## src/rtl/vga_pkg.sv

```systemverilog
// Shared VGA timing defaults and H/V axis state encodings.
package vga_pkg;
  localparam int C_TOTAL_COLS  = 800;
  localparam int C_TOTAL_ROWS  = 525;
  localparam int C_ACTIVE_COLS = 640;
  localparam int C_ACTIVE_ROWS = 480;
  localparam int C_H_FRONT     = 16;
  localparam int C_H_SYNC      = 96;
  localparam int C_V_FRONT     = 10;
  localparam int C_V_SYNC      = 2;
  localparam int C_TICK_FRAMES = 6;

  localparam logic [1:0] AX_ACTIVE = 2'd0;
  localparam logic [1:0] AX_FRONT  = 2'd1;
  localparam logic [1:0] AX_SYNC   = 2'd2;
  localparam logic [1:0] AX_BACK   = 2'd3;

  localparam logic [1:0] H_ACTIVE = AX_ACTIVE;
  localparam logic [1:0] H_FRONT  = AX_FRONT;
  localparam logic [1:0] H_SYNC   = AX_SYNC;
  localparam logic [1:0] H_BACK   = AX_BACK;
  localparam logic [1:0] V_ACTIVE = AX_ACTIVE;
  localparam logic [1:0] V_FRONT  = AX_FRONT;
  localparam logic [1:0] V_SYNC   = AX_SYNC;
  localparam logic [1:0] V_BACK   = AX_BACK;

  // Transitions are keyed on the count about to be loaded, so state lines up with the count.
  function automatic logic [1:0] axis_next(input logic [1:0] st, input logic [9:0] nxt,
                                           input logic [9:0] front_at, input logic [9:0] sync_at,
                                           input logic [9:0] back_at, input logic wrap);
    logic [1:0] ns;
    ns = st;
    case (st)
      AX_ACTIVE: if (nxt == front_at) ns = AX_FRONT;
      AX_FRONT:  if (nxt == sync_at)  ns = AX_SYNC;
      AX_SYNC:   if (nxt == back_at)  ns = AX_BACK;
      default:   if (wrap)            ns = AX_ACTIVE;
    endcase
    return ns;
  endfunction
endpackage

```

## src/rtl/vga_axis_counter.sv

```systemverilog
// One timing axis: wrapping counter with enable, exposing the next count and wrap strobe.
module vga_axis_counter #(
  parameter int c_TOTAL = 800
) (
  input  logic       i_Clk,
  input  logic       i_Reset,
  input  logic       i_En,
  output logic [9:0] o_Count,
  output logic [9:0] o_Next,
  output logic       o_Wrap
);
  localparam logic [9:0] LAST = 10'(c_TOTAL - 1);

  logic [9:0] count_q, count_d;

  always_comb begin
    o_Wrap  = i_En && (count_q == LAST);
    count_d = count_q;
    if (i_En) count_d = o_Wrap ? 10'd0 : count_q + 10'd1;
  end

  always_ff @(posedge i_Clk or posedge i_Reset) begin
    if (i_Reset) count_q <= 10'd0;
    else         count_q <= count_d;
  end

  assign o_Count = count_q;
  assign o_Next  = count_d;
endmodule

```

## src/rtl/vga_sync_gen.sv

```systemverilog
// VGA sync/timing generator; optional frame counter and game tick under VGA_FRAME_CNT_EN.
module vga_sync_gen
  import vga_pkg::*;
#(
  parameter int c_TOTAL_COLS  = C_TOTAL_COLS,
  parameter int c_TOTAL_ROWS  = C_TOTAL_ROWS,
  parameter int c_ACTIVE_COLS = C_ACTIVE_COLS,
  parameter int c_ACTIVE_ROWS = C_ACTIVE_ROWS,
  parameter int c_H_FRONT     = C_H_FRONT,
  parameter int c_H_SYNC      = C_H_SYNC,
  parameter int c_V_FRONT     = C_V_FRONT,
`ifdef VGA_FRAME_CNT_EN
  parameter int c_TICK_FRAMES = C_TICK_FRAMES,
`endif
  parameter int c_V_SYNC      = C_V_SYNC
) (
  input  logic       i_Clk,
  input  logic       i_Reset,
  output logic       o_HSync,
  output logic       o_VSync,
  output logic       o_HSync_n,
  output logic       o_VSync_n,
  output logic [9:0] o_Col_Count,
  output logic [9:0] o_Row_Count,
  output logic       o_Active,
`ifdef VGA_FRAME_CNT_EN
  output logic [7:0] o_Frame_Cnt,
  output logic       o_Game_Tick,
`endif
  output logic       o_Frame_Start
);
  localparam logic [9:0] H_FRONT_AT = 10'(c_ACTIVE_COLS);
  localparam logic [9:0] H_SYNC_AT  = 10'(c_ACTIVE_COLS + c_H_FRONT);
  localparam logic [9:0] H_BACK_AT  = 10'(c_ACTIVE_COLS + c_H_FRONT + c_H_SYNC);
  localparam logic [9:0] V_FRONT_AT = 10'(c_ACTIVE_ROWS);
  localparam logic [9:0] V_SYNC_AT  = 10'(c_ACTIVE_ROWS + c_V_FRONT);
  localparam logic [9:0] V_BACK_AT  = 10'(c_ACTIVE_ROWS + c_V_FRONT + c_V_SYNC);

  logic [9:0] col_next, row_next;
  logic       h_wrap, v_wrap;
  logic [1:0] h_state_q, h_state_d, v_state_q, v_state_d;
  logic       hsync_q, vsync_q, hsync_n_q, vsync_n_q, active_q, frame_q, frame_d;

  vga_axis_counter #(.c_TOTAL(c_TOTAL_COLS)) u_h (
    .i_Clk(i_Clk), .i_Reset(i_Reset), .i_En(1'b1),
    .o_Count(o_Col_Count), .o_Next(col_next), .o_Wrap(h_wrap)
  );

  vga_axis_counter #(.c_TOTAL(c_TOTAL_ROWS)) u_v (
    .i_Clk(i_Clk), .i_Reset(i_Reset), .i_En(h_wrap),
    .o_Count(o_Row_Count), .o_Next(row_next), .o_Wrap(v_wrap)
  );

  always_comb begin
    h_state_d = axis_next(h_state_q, col_next, H_FRONT_AT, H_SYNC_AT, H_BACK_AT, h_wrap);
    v_state_d = v_state_q;
    if (h_wrap) v_state_d = axis_next(v_state_q, row_next, V_FRONT_AT, V_SYNC_AT, V_BACK_AT, v_wrap);
    frame_d   = h_wrap && v_wrap;
  end

  always_ff @(posedge i_Clk or posedge i_Reset) begin
    if (i_Reset) begin
      h_state_q <= H_ACTIVE;
      v_state_q <= V_ACTIVE;
      hsync_q   <= 1'b1;
      vsync_q   <= 1'b1;
      active_q  <= 1'b1;
      hsync_n_q <= 1'b1;
      vsync_n_q <= 1'b1;
      frame_q   <= 1'b0;
    end else begin
      h_state_q <= h_state_d;
      v_state_q <= v_state_d;
      hsync_q   <= (h_state_d == H_ACTIVE);
      vsync_q   <= (v_state_d == V_ACTIVE);
      active_q  <= (h_state_d == H_ACTIVE) && (v_state_d == V_ACTIVE);
      hsync_n_q <= (h_state_d != H_SYNC);
      vsync_n_q <= (v_state_d != V_SYNC);
      frame_q   <= frame_d;
    end
  end

  assign o_HSync       = hsync_q;
  assign o_VSync       = vsync_q;
  assign o_Active      = active_q;
  assign o_HSync_n     = hsync_n_q;
  assign o_VSync_n     = vsync_n_q;
  assign o_Frame_Start = frame_q;

`ifdef VGA_FRAME_CNT_EN
  localparam logic [7:0] TICK_LAST = 8'(c_TICK_FRAMES - 1);

  logic [7:0] frame_cnt_q, tick_div_q;
  logic       tick_q;

  always_ff @(posedge i_Clk or posedge i_Reset) begin
    if (i_Reset) begin
      frame_cnt_q <= 8'd0;
      tick_div_q  <= 8'd0;
      tick_q      <= 1'b0;
    end else begin
      tick_q <= frame_d && (tick_div_q == TICK_LAST);
      if (frame_d) begin
        frame_cnt_q <= frame_cnt_q + 8'd1;
        tick_div_q  <= (tick_div_q == TICK_LAST) ? 8'd0 : tick_div_q + 8'd1;
      end
    end
  end

  assign o_Frame_Cnt = frame_cnt_q;
  assign o_Game_Tick = tick_q;
`endif
endmodule
```

## config.mk

```make
export PLATFORM = sky130hd
export DESIGN_NAME = vga_sync_gen
export DESIGN_NICKNAME = d
export VERILOG_FILES = /design/src/rtl/vga_pkg.sv /design/src/rtl/vga_axis_counter.sv /design/src/rtl/vga_sync_gen.sv
export SDC_FILE = /design/constraint.sdc
export NUM_CORES = 1
export LEC_CHECK = 0
export BUFFER_PORTS_ARGS = -buffer_cell sky130_fd_sc_hd__buf_2
export CAP_MARGIN = 20
export CORE_MARGIN = 5
export CORE_UTILIZATION = 37
export CTS_CLUSTER_SIZE = 24
export DETAILED_ROUTE_END_ITERATION = 8
export PLACE_DENSITY = 0.55
export RECOVER_POWER = 25
export SLEW_MARGIN = 40
export SYNTH_ARGS = -nofsm -noshare
export SYNTH_HDL_FRONTEND = slang
export SYNTH_SLANG_ARGS = --single-unit
```

## constraint.sdc

```tcl
create_clock -name i_Clk -period 6.4 [get_ports i_Clk]
set_clock_uncertainty 0.15 [all_clocks]
set_input_delay 1.28 -clock i_Clk [delete_from_list [all_inputs] [get_ports i_Clk]]
set_output_delay 1.28 -clock i_Clk [all_outputs]
set_load 0.05 [all_outputs]
```

==> run summary <==
I/O Pins -> 28
Inserted Clock Buffers -> 5
Prevailing post-synth register cell -> dfrtp_1
EDFF count, synth -> 0
Max-cap violations -> 1
Clk slew on worst S/H paths -> 70 ps
Combinational family with the most area after synthesis -> simple AND/OR/NAND/NOR gates
Worst path slowest cell -> and3_1
Die Wd -> 80.8 µm
Register area share after synthesis -> 0.408
FFs w/ async S/R, synth -> 1.00
Worst VDD drop -> 0.121 mV
Crit path capture type -> flop
GP Congestion -> 0.818
Pre-CTS setup slack -> 3680 ps
CTS tree -> done
Relative slew slack -> -0.105
Final wirelength -> 4.31 mm
Final worst slack -> 3670 ps
Synth Register Bits -> 30
Compound-Gate Fraction of Synth Area -> 0.195
Die area -> 6540 µm²
Rows -> 25
Clk sinks -> 30
Setup TNS Final -> 0 ps
Status -> complete, but fails checks
Pleak -> 0.000883 µW
CP bufs+invs -> 0
Clk root buf -> clkbuf_8
Layout cells sized above 1 -> 0.216
Count leader, synth -> nand2_1
Initial antenna violation count -> 0
Fin crit share -> 0.427
Synth unique cells -> 54
Max-slew violations -> 31
Total number of vias -> 1609
Pin count of the biggest net entering global routing -> 31
Final std cells w/o fill -> 298
Ant diodes -> 0
Post-Synth Adder-Cell Area -> 0.0270
WL/cell -> 14.5 µm
DRC -> 0
PortBufs -> 27
Core area -> 4790 µm²
Mux share of post-synthesis cell area -> 0.0115
Area grow syn2layout -> 15.1%
Min cycle time layout -> 2730 ps
Failing checks -> capacitance limit, slew limit
Post-synth top cells -> nand2_1 (26), dfrtp_1 (25), nor2_1 (14), o21ai_0 (12), nand3_1 (11)
Vias per std cell -> 5.40
CTS Hold Bufs -> 0
Synth area leader -> dfrtp_1
Initial Utilization -> 0.388
CP top delay family -> simple AND/OR/NAND/NOR gates
Syn_area_per_cell -> 9.01 µm²
Fin nets -> 236
Critical path's largest stage delay -> 630 ps
Dpl cells -> 290
GRT Total Usage -> 0.142
Startpoint types -> flop
CTS H-Tree Depth -> 2
Highest Clock Rate -> 366 MHz
Grt total ovfl -> 0
Post-CTS setup buffers -> 0
Worst Max-Slew Pin Slew -> 1660 ps
Most common cell on crit path -> and3_1
Clk_lat worst skew -> 290 ps
Post-synth top area share -> 0.337
CP Cell Sequence -> ha_1, and4_1, and3_1, a21oi_1, a22oi_1, nor2_1, o21ai_2, and3_1
Yosys warnings -> 0
Cells after Synth -> 206
Simple-Gate Fraction of Synth Area -> 0.268
CTS max path bufs -> 2
Initial drt markers -> 90
Util after Layout -> 0.447
FILL cells -> 478
CTS resizes -> 0
Routed Antenna Nets -> 0
Vias in the first global route -> 1473
Critical Path Fanout Max -> 18
Largest cells by area after synthesis -> dfrtp_1 (34%), dfstp_2 (7.1%), nand2_1 (5.3%)
Final setup fails -> 0
Worst Hold Class -> reg -> reg
Hold Vio Cnt, Final -> 0
Chip height -> 80.8 µm
Pwr dens -> 181 nW/µm²
Worst Hold Slack -> 374 ps
XOR/XNOR share of the synthesized area -> 0.0472
Total iterations of the first detailed-routing run -> 4
CP arrival -> 2820 ps
WS Path Type -> reg -> reg
DP HPWL -> 3.04 mm
Global-route wire length before repair -> 7.16 mm
RSZ-0062 raised after global routing -> false
Synthesized area -> 1860 µm²
Syn_nets -> 212
Critical path required time -> 6480 ps
area by class of cell:
class / instances / area (µm²) / share of cell area
sequential: 30 / 757 / 0.354
tap: 67 / 83.8 / 0.0392
timing repair buffer: 28 / 139 / 0.0650
multi-input combinational: 157 / 1020 / 0.477
clock buffer: 5 / 68.8 / 0.0322
clock inverter: 3 / 40.0 / 0.0187
inverter: 8 / 30.0 / 0.0141
path summary, 6_finish.rpt:
check / from / end / slack [ps] / depth (start not counted)
setup / recovery: u_h.o_Count[0] / o_Active / 3670 / 8
hold / removal: u_h.o_Count[9] / u_h.o_Count[9] / 370 / 1
min in group asynchronous: i_Reset / u_h.o_Count[0] / 1410 / 3
hold reg to reg: u_h.o_Count[9] / u_h.o_Count[9] / 370 / 1
setup reg to reg: u_h.o_Count[0] / o_Active / 3670 / 8
max in group asynchronous: i_Reset / u_v.o_Count[2] / 3730 / 3
stage by stage:
step,power (µW),instance area (µm²)
floorplan,196,1860
global placement,198,2030
detailed placement,198,2030
CTS,393,2140
global route,399,2140
finish,386,2140
power breakdown:
group / switching (µW) / total (µW) / internal [µW]
registers: 0 / 190 / 190
logic: 3.79 / 4.15 / 0.368
clock network: 77.4 / 192 / 114
total: 81.2 / 386 / 305
flip-flops by register name, summed over array words and instances, names as in the netlist:
name and count:
o_HSync 1, o_HSync_n 1, h_state_q 2, o_VSync_n 1
o_Active 1, o_Frame_Start 1, v_state_q 2, o_VSync 1
u_h.o_Count 10, u_v.o_Count 10
cells in the final DEF, fill, tap and decap left out, types with 5 or more instances in the layout:
cell      Yosys  final
xnor2_1       7      7
clkbuf_8      0      5
inv_1         8      8
buf_2         5     27
o21ai_0      12     12
nand3_1      11     11
dfstp_2       5      5
dfrtp_1      25     25
nor2_1       14     14
nand4_1       7      7
a21oi_1      10     10
nand2_1      26     26
per-layer routing:
| metal | track usage | wire length, µm |
|---|---|---|
| met1 | 0.194 | 2090 |
| met2 | 0.213 | 1890 |
| met3 | 0.0410 | 270 |
| met4 | 0.0557 | 67 |
| met5 | 0 | 0 |
cell families (layout without fill, tap and decap cells):
group                    count (synthesis)  in the layout
AND/OR/NAND/NOR                         90             90
AO/OA/AOI/OAI                           51             51
flip-flops                              30             30
buffers and inverters                   19             44
XOR/XNOR                                10             10
adder cells (fa/ha/maj)                  4              4
multiplexers                             2              2
No activity file was read; power rests on OpenSTA's default activity.
